[src/rtl/alu_pkg.sv]
// Shared definitions for the sequential ALU: opcodes, FSM states and the flag bundle.
package alu_pkg;

  // 3-bit operation codes sampled together with start
  localparam logic [2:0] OP_ADD  = 3'b000;
  localparam logic [2:0] OP_SUB  = 3'b001;
  localparam logic [2:0] OP_ADC  = 3'b010;
  localparam logic [2:0] OP_SBC  = 3'b011;
  localparam logic [2:0] OP_MUL  = 3'b100;
  localparam logic [2:0] OP_CMP  = 3'b101;
  localparam logic [2:0] OP_NOP0 = 3'b110;
  localparam logic [2:0] OP_NOP1 = 3'b111;

  // Control states: idle/accepting, or multiplier iterating
  typedef enum logic [0:0] {
    ST_IDLE    = 1'b0,
    ST_MUL_RUN = 1'b1
  } state_t;

  // Persistent status flags
  typedef struct packed {
    logic c;  // carry (no-borrow for subtracts, unsigned overflow for MUL)
    logic z;  // result == 0
    logic n;  // result MSB
    logic v;  // signed overflow
  } flags_t;

endpackage

[src/rtl/mul_shift_add.sv]
// Iterative shift-add multiplier. load_i latches the operands and clears the
// accumulator; each following cycle adds the (left-shifting) multiplicand when
// the (right-shifting) multiplier LSB is set. last_o marks the cycle whose
// step is the final one, and product_o then carries the finished product.
module mul_shift_add #(
  parameter int WIDTH = 8
) (
  input  logic               clk,
  input  logic               rst,
  input  logic               load_i,
  input  logic [WIDTH-1:0]   a_i,
  input  logic [WIDTH-1:0]   b_i,
  output logic               last_o,
  output logic [2*WIDTH-1:0] product_o
);

  localparam int CNT_W = $clog2(WIDTH + 1);

  logic [2*WIDTH-1:0] acc_q, acc_d;
  logic [2*WIDTH-1:0] mcand_q, mcand_d;
  logic [WIDTH-1:0]   mplier_q, mplier_d;
  logic [CNT_W-1:0]   cnt_q, cnt_d;
  logic               run_q, run_d;

  // Load operands or perform one add-and-shift step per cycle
  always_comb begin
    acc_d    = acc_q;
    mcand_d  = mcand_q;
    mplier_d = mplier_q;
    cnt_d    = cnt_q;
    run_d    = run_q;
    if (load_i) begin
      acc_d    = {(2*WIDTH){1'b0}};
      mcand_d  = {{WIDTH{1'b0}}, a_i};
      mplier_d = b_i;
      cnt_d    = CNT_W'(WIDTH);
      run_d    = 1'b1;
    end else if (run_q) begin
      acc_d    = acc_q + (mplier_q[0] ? mcand_q : {(2*WIDTH){1'b0}});
      mcand_d  = mcand_q << 1;
      mplier_d = mplier_q >> 1;
      cnt_d    = cnt_q - CNT_W'(1);
      if (cnt_q == CNT_W'(1)) begin
        run_d = 1'b0;
      end else begin
        run_d = 1'b1;
      end
    end else begin
      run_d = 1'b0;
    end
  end

  // The step that takes the counter from 1 to 0 completes the product
  always_comb begin
    last_o    = run_q && (cnt_q == CNT_W'(1));
    product_o = acc_d;
  end

  // Multiplier state registers; reset abandons any product in progress
  always_ff @(posedge clk) begin
    if (rst) begin
      acc_q    <= {(2*WIDTH){1'b0}};
      mcand_q  <= {(2*WIDTH){1'b0}};
      mplier_q <= {WIDTH{1'b0}};
      cnt_q    <= {CNT_W{1'b0}};
      run_q    <= 1'b0;
    end else begin
      acc_q    <= acc_d;
      mcand_q  <= mcand_d;
      mplier_q <= mplier_d;
      cnt_q    <= cnt_d;
      run_q    <= run_d;
    end
  end

endmodule

[src/rtl/seq_alu.sv]
// Registered arithmetic unit with persistent flags, carry-chained ADC/SBC,
// compare, and a WIDTH-cycle shift-add multiplier.
// Optional build macro ALU_SAT_EN: saturate signed-overflowing add/sub results
// and clamp an overflowing MUL result to all-ones; otherwise results wrap.
module seq_alu
  import alu_pkg::*;
#(
  parameter int WIDTH = 8
) (
  input  logic             clk,
  input  logic             rst,
  input  logic             start,
  input  logic [2:0]       op,
  input  logic [WIDTH-1:0] a,
  input  logic [WIDTH-1:0] b,
  output logic [WIDTH-1:0] result,
  output logic             carry,
  output logic             zero,
  output logic             negative,
  output logic             overflow,
  output logic             busy,
  output logic             done
);

  localparam int MSB = WIDTH - 1;

  state_t             state_q, state_d;
  logic [WIDTH-1:0]   result_q, result_d;
  flags_t             flags_q, flags_d;
  logic               done_q, done_d;

  logic               sub_s;
  logic               cin_s;
  logic [WIDTH-1:0]   b_eff_s;
  logic [WIDTH:0]     sum_s;
  logic               ovf_s;
  logic [WIDTH-1:0]   arith_res_s;

  logic               mul_load_s;
  logic               mul_last_s;
  logic [2*WIDTH-1:0] mul_prod_s;
  logic               mul_hi_s;
  logic [WIDTH-1:0]   mul_res_s;

  mul_shift_add #(.WIDTH(WIDTH)) u_mul (
    .clk       (clk),
    .rst       (rst),
    .load_i    (mul_load_s),
    .a_i       (a),
    .b_i       (b),
    .last_o    (mul_last_s),
    .product_o (mul_prod_s)
  );

  // Adder datapath shared by ADD/SUB/ADC/SBC/CMP; carry-in uses the flag
  // as it stood before this edge, so chained ops see the previous result
  always_comb begin
    sub_s   = (op == OP_SUB) || (op == OP_SBC) || (op == OP_CMP);
    b_eff_s = sub_s ? ~b : b;
    case (op)
      OP_SUB, OP_CMP: cin_s = 1'b1;
      OP_ADC, OP_SBC: cin_s = flags_q.c;
      default:        cin_s = 1'b0;
    endcase
    sum_s = {1'b0, a} + {1'b0, b_eff_s} + {{WIDTH{1'b0}}, cin_s};
    ovf_s = (a[MSB] == b_eff_s[MSB]) && (sum_s[MSB] != a[MSB]);
`ifdef ALU_SAT_EN
    if (ovf_s) begin
      arith_res_s = a[MSB] ? {1'b1, {(WIDTH-1){1'b0}}} : {1'b0, {(WIDTH-1){1'b1}}};
    end else begin
      arith_res_s = sum_s[MSB:0];
    end
`else
    arith_res_s = sum_s[MSB:0];
`endif
  end

  // Multiplier result and its unsigned-overflow indication
  always_comb begin
    mul_hi_s = |mul_prod_s[2*WIDTH-1:WIDTH];
`ifdef ALU_SAT_EN
    if (mul_hi_s) begin
      mul_res_s = {WIDTH{1'b1}};
    end else begin
      mul_res_s = mul_prod_s[WIDTH-1:0];
    end
`else
    mul_res_s = mul_prod_s[WIDTH-1:0];
`endif
  end

  // Control FSM: issue/complete single-cycle ops, launch and retire MUL
  always_comb begin
    state_d    = state_q;
    result_d   = result_q;
    flags_d    = flags_q;
    done_d     = 1'b0;
    mul_load_s = 1'b0;
    case (state_q)
      ST_IDLE: begin
        if (start) begin
          case (op)
            OP_ADD, OP_SUB, OP_ADC, OP_SBC: begin
              result_d  = arith_res_s;
              flags_d.c = sum_s[WIDTH];
              flags_d.v = ovf_s;
              flags_d.z = (arith_res_s == {WIDTH{1'b0}});
              flags_d.n = arith_res_s[MSB];
              done_d    = 1'b1;
            end
            OP_CMP: begin
              flags_d.c = sum_s[WIDTH];
              flags_d.v = ovf_s;
              flags_d.z = (sum_s[MSB:0] == {WIDTH{1'b0}});
              flags_d.n = sum_s[MSB];
              done_d    = 1'b1;
            end
            OP_MUL: begin
              mul_load_s = 1'b1;
              state_d    = ST_MUL_RUN;
            end
            OP_NOP0, OP_NOP1: begin
              done_d = 1'b1;
            end
            default: begin
              done_d = 1'b1;
            end
          endcase
        end else begin
          state_d = ST_IDLE;
        end
      end
      ST_MUL_RUN: begin
        if (mul_last_s) begin
          result_d  = mul_res_s;
          flags_d.c = mul_hi_s;
          flags_d.v = 1'b0;
          flags_d.z = (mul_res_s == {WIDTH{1'b0}});
          flags_d.n = mul_res_s[MSB];
          done_d    = 1'b1;
          state_d   = ST_IDLE;
        end else begin
          state_d = ST_MUL_RUN;
        end
      end
      default: begin
        state_d = ST_IDLE;
      end
    endcase
  end

  // State, result, flag and done registers
  always_ff @(posedge clk) begin
    if (rst) begin
      state_q  <= ST_IDLE;
      result_q <= {WIDTH{1'b0}};
      flags_q  <= '{c: 1'b0, z: 1'b0, n: 1'b0, v: 1'b0};
      done_q   <= 1'b0;
    end else begin
      state_q  <= state_d;
      result_q <= result_d;
      flags_q  <= flags_d;
      done_q   <= done_d;
    end
  end

  // Outputs come straight from registers
  always_comb begin
    result   = result_q;
    carry    = flags_q.c;
    zero     = flags_q.z;
    negative = flags_q.n;
    overflow = flags_q.v;
    busy     = (state_q == ST_MUL_RUN);
    done     = done_q;
  end

endmodule

[config.mk]
export PLATFORM = sky130hd
export DESIGN_NAME = seq_alu
export DESIGN_NICKNAME = d
export VERILOG_FILES = /design/src/rtl/alu_pkg.sv /design/src/rtl/mul_shift_add.sv /design/src/rtl/seq_alu.sv
export SDC_FILE = /design/constraint.sdc
export NUM_CORES = 1
export LEC_CHECK = 0
export CAP_MARGIN = 20
export CORE_MARGIN = 10
export CORE_UTILIZATION = 40
export DETAILED_ROUTE_END_ITERATION = 6
export GPL_ROUTABILITY_DRIVEN = 0
export PLACE_DENSITY = 0.58
export SLEW_MARGIN = 20
export SYNTH_ARGS = -nofsm -noshare
export SYNTH_HDL_FRONTEND = slang
export SYNTH_HIERARCHICAL = 1
export SYNTH_SLANG_ARGS = --single-unit
[constraint.sdc]
create_clock -name clk -period 2.7 [get_ports clk]
set_input_delay 0.27 -clock clk [delete_from_list [all_inputs] [get_ports clk]]
set_output_delay 0.27 -clock clk [all_outputs]
set_load 0.1 [all_outputs]
==> flow_summary_export.csv <==
group,metric,value,unit
timing,clock_skew,0.00598,ns
yosys,synth_nets,553,
pwr,powerDensity,417,mW/mm2
worst_setup_path,crit_path_end_kind,"flop",
finish,drive_gt1_share,35.0,%
route,vias_per_cell,5.16,
route,wl,12100,um
pwr,combPwrFrac,25.8,%
outcome,violations,"negative setup slack",
yosys,seq_area_frac_synth,29.8,%
clock_network,insertion_delay,0.35,ns
yosys,yosysTopAreaCell,"dfxtp_1",
yosys,syn_area,0.00396,mm2
placed_design,dp_hpwl,8780,um
worst_setup_path,worstPathRequired,2.92,ns
worst_hold_path,min_path_type,"reg2reg",
global_route,grt_remaining_overflow,0,
timing,timing.final.crit_period,3.04,ns
yosys,synth_top_area_share,29.8,%
pwr,clockPowerShare,37.5,%
clock_network,cts_max_level,3,
timing,slew_violations,0,
timing,rsz0062_at_grt,"yes",
global_route,grt_pass1_wl,19900,um
finish,syn_to_final_growth,51.1,%
yosys,syn_avg_cell_area,7.86,um2
pwr,peakVddDrop,0.000252,V
timing,finalCritPeriodShare,113,%
yosys,yosys-top-cells-count,"nor2_1, dfxtp_1, a21oi_1",
yosys,yosys_warnings,6,
global_route,grt_pass1_vias,4084,
timing,final-hold-violation-count,0,
route,drcViolationCount,0,
finish,final_area,0.00599,mm2
global_route,antenna_found_initial,0,
global_route,grt_use_total,16.8,%
yosys,async_flop_share,0,%
finish,multi_input_area,0.00301,mm2
placed_design,io_buffers,35,
worst_setup_path,timing.rr.start,"u_mul/mplier_q[0]",
clock_network,cts-root-buf,"clkbuf_8",
clock_network,cts_tree,"built",
yosys,synthTopCellsByArea,"dfxtp_1, nor2_1, mux2i_1",
route,vias,4057,
worst_hold_path,hp-start,"result[5]",
finish,filler_cell_count,870,
worst_hold_path,holdPathStages,2,
floorplan,die_x,120,um
timing,setup_slack,-0.341,ns
worst_setup_path,worst-path-max-fanout,4,
worst_setup_path,r2r-end,"carry",
yosys,postSynthCellCount,504,
floorplan,coreArea,0.00973,mm2
route,detail-route-antenna-nets,0,
yosys,ys.flop_type,"dfxtp_1",
worst_setup_path,arrival,3.26,ns
route,wl_per_cell,15.4,um
clock_network,cts_buffers,9,
route,drtPass1Iterations,5,
worst_setup_path,r2r_slack,-0.34,ns
finish,seqCellArea,0.00119,mm2
global_route,grt_max_degree,40,
floorplan,die_h,120,um
yosys,ys_types,61,
pwr,switching_share,30.3,%
run,drv_cap,0,
finish,antenna_cells,0,
timing,setup_viol,3,
worst_setup_path,crit_type,"reg2reg",
pwr,power_leakage,2.54,nW
clock_network,clock_sink_count,59,
floorplan,die-area,0.0143,mm2
worst_hold_path,hold_path_end,"result[5]",
floorplan,pin_count,36,
yosys,synth-seq-cells,59,
timing,fmax,0.329,GHz
floorplan,initial_core_util,40.7,%
timing,worst_slew_pin_slew,0.484,ns
pwr,finalPower,2.50,mW
floorplan,rows,36,
timing,slew_headroom,67.4,%
finish,layout.nets,698,
placed_design,post_dp_cell_area,0.00512,mm2
worst_setup_path,reg2reg_depth,16,
route,drt_iter0_markers,189,
pwr,switchingPower,0.758,mW
pwr,power.internal,1.74,mW
pwr,pwr-share-seq,36.6,%
clock_network,cts.path.max_buffers,2,
outcome,status,"finished, violations left",
yosys,synth.most_common_cell,"nor2_1",
worst_setup_path,start_kind,"flop",
clock_network,clkTransAtPathRegs,0.07,ns
yosys,synth_edf_count,0,
==> kinds of logic (layout without fill, tap and decap cells) <==
kind of cell | Yosys count | after routing | share of synthesized area [%]
and+or+nand+nor | 209 | 209 | 25.2
AOI/OAI and AO/OA | 115 | 115 | 18.8
DFF | 59 | 59 | 29.8
buffers and inverters | 42 | 192 | 4.52
muxes | 33 | 33 | 8.40
adders and majority gates | 27 | 27 | 9.09
xor gates and xnor gates | 19 | 19 | 4.20
==> how the worst max path moves through the flow <==
stage / start / endpoint / slack, ns
global route: u_mul/mplier_q[0] / carry / -0.43
detailed placement: op[0] / zero / -0.62
finish: u_mul/mplier_q[0] / carry / -0.34
floorplan: op[0] / zero / -0.003
CTS: u_mul/mplier_q[0] / carry / -0.38
global placement: op[0] / zero / -0.62
==> worst max-delay path, cell delays in order, from the launching register on <==
cell	delay, ns
dfxtp_2	0.34
and2_4	0.14
ha_4	0.15
inv_2	0.05
fa_2	0.23
nor2b_4	0.05
o31a_1	0.28
buf_6	0.14
o21bai_4	0.21
a2111oi_4	0.12
nor3_2	0.24
nor2_1	0.10
nor4_2	0.33
buf_4	0.17
nand4_1	0.15
o311ai_1	0.13
a21oi_1	0.10
==> power by group through the flow <==
stage | Sequential, mW | Combinational [mW] | Clock (mW)
after floorplan | 1.05 | 0.251 | 0
after global placement | 0.933 | 0.588 | 0
after detailed placement | 0.934 | 0.594 | 0
after CTS | 0.915 | 0.618 | 0.967
after global routing | 0.918 | 0.698 | 1.00
final | 0.915 | 0.646 | 0.938
==> timing repair <==
action / 4_1_cts / 5_1_grt
pin swaps: 29 / 34
hold buffers: 0 / 0
resized for setup: 47 / 45
setup buffers: 25 / 8
endpoints found under the setup margin: 6 / 10
==> sequential cells by signal (all words and copies together) (netlist names), 4 cells and up <==
| register | cells |
|---|---|
| u_mul/acc_q | 16 |
| result | 8 |
| u_mul/mplier_q | 8 |
| u_mul/mcand_q | 16 |
| u_mul/cnt_q | 4 |
==> layer usage <==
layer  wire, um  global-route usage [%]  vias to the layer above
met5          0                       0                        -
li1           -                       -                     2079
met2       5750                    27.4                       89
met4        279                    6.79                        0
met3        462                    3.33                       20
met1       5600                    21.2                     1869
==> area by class of cell <==
type,count,area share [%]
flip-flops and latches,59,19.9
well taps,133,2.78
clock buffers,12,2.59
multi-input cells,403,50.4
inverters,16,1.00
repair buffers,160,22.2
clock inverters,4,1.21
==> stage by stage <==
stage	setup TNS (ns)	setup slack (ns)	instances	hold slack (ns)	utilization, %
after floorplan	-0.00291	-0.00291	504	0.342	-
after global placement	-3.13	-0.615	744	0.448	52.6
after detailed placement	-3.33	-0.623	744	0.452	52.6
after CTS	-0.648	-0.381	784	0.459	59.0
after global routing	-1.26	-0.428	787	0.480	61.5
final	-0.557	-0.341	787	0.457	61.5
==> placed cells by master (no fill, tap or decap), types with 10 or more instances in the layout <==
| cell | instances |
|---|---|
| a21oi_1 | 43 |
| and2_1 | 12 |
| buf_4 | 128 |
| clkbuf_8 | 11 |
| clkdlybuf4s50_1 | 18 |
| dfxtp_1 | 55 |
| ha_1 | 14 |
| ha_4 | 10 |
| inv_1 | 12 |
| mux2i_1 | 30 |
| nand2_1 | 31 |
| nand3_1 | 15 |
| nor2_1 | 82 |
| nor2b_1 | 10 |
| xor2_1 | 11 |
(Power assumes the default switching activity.)
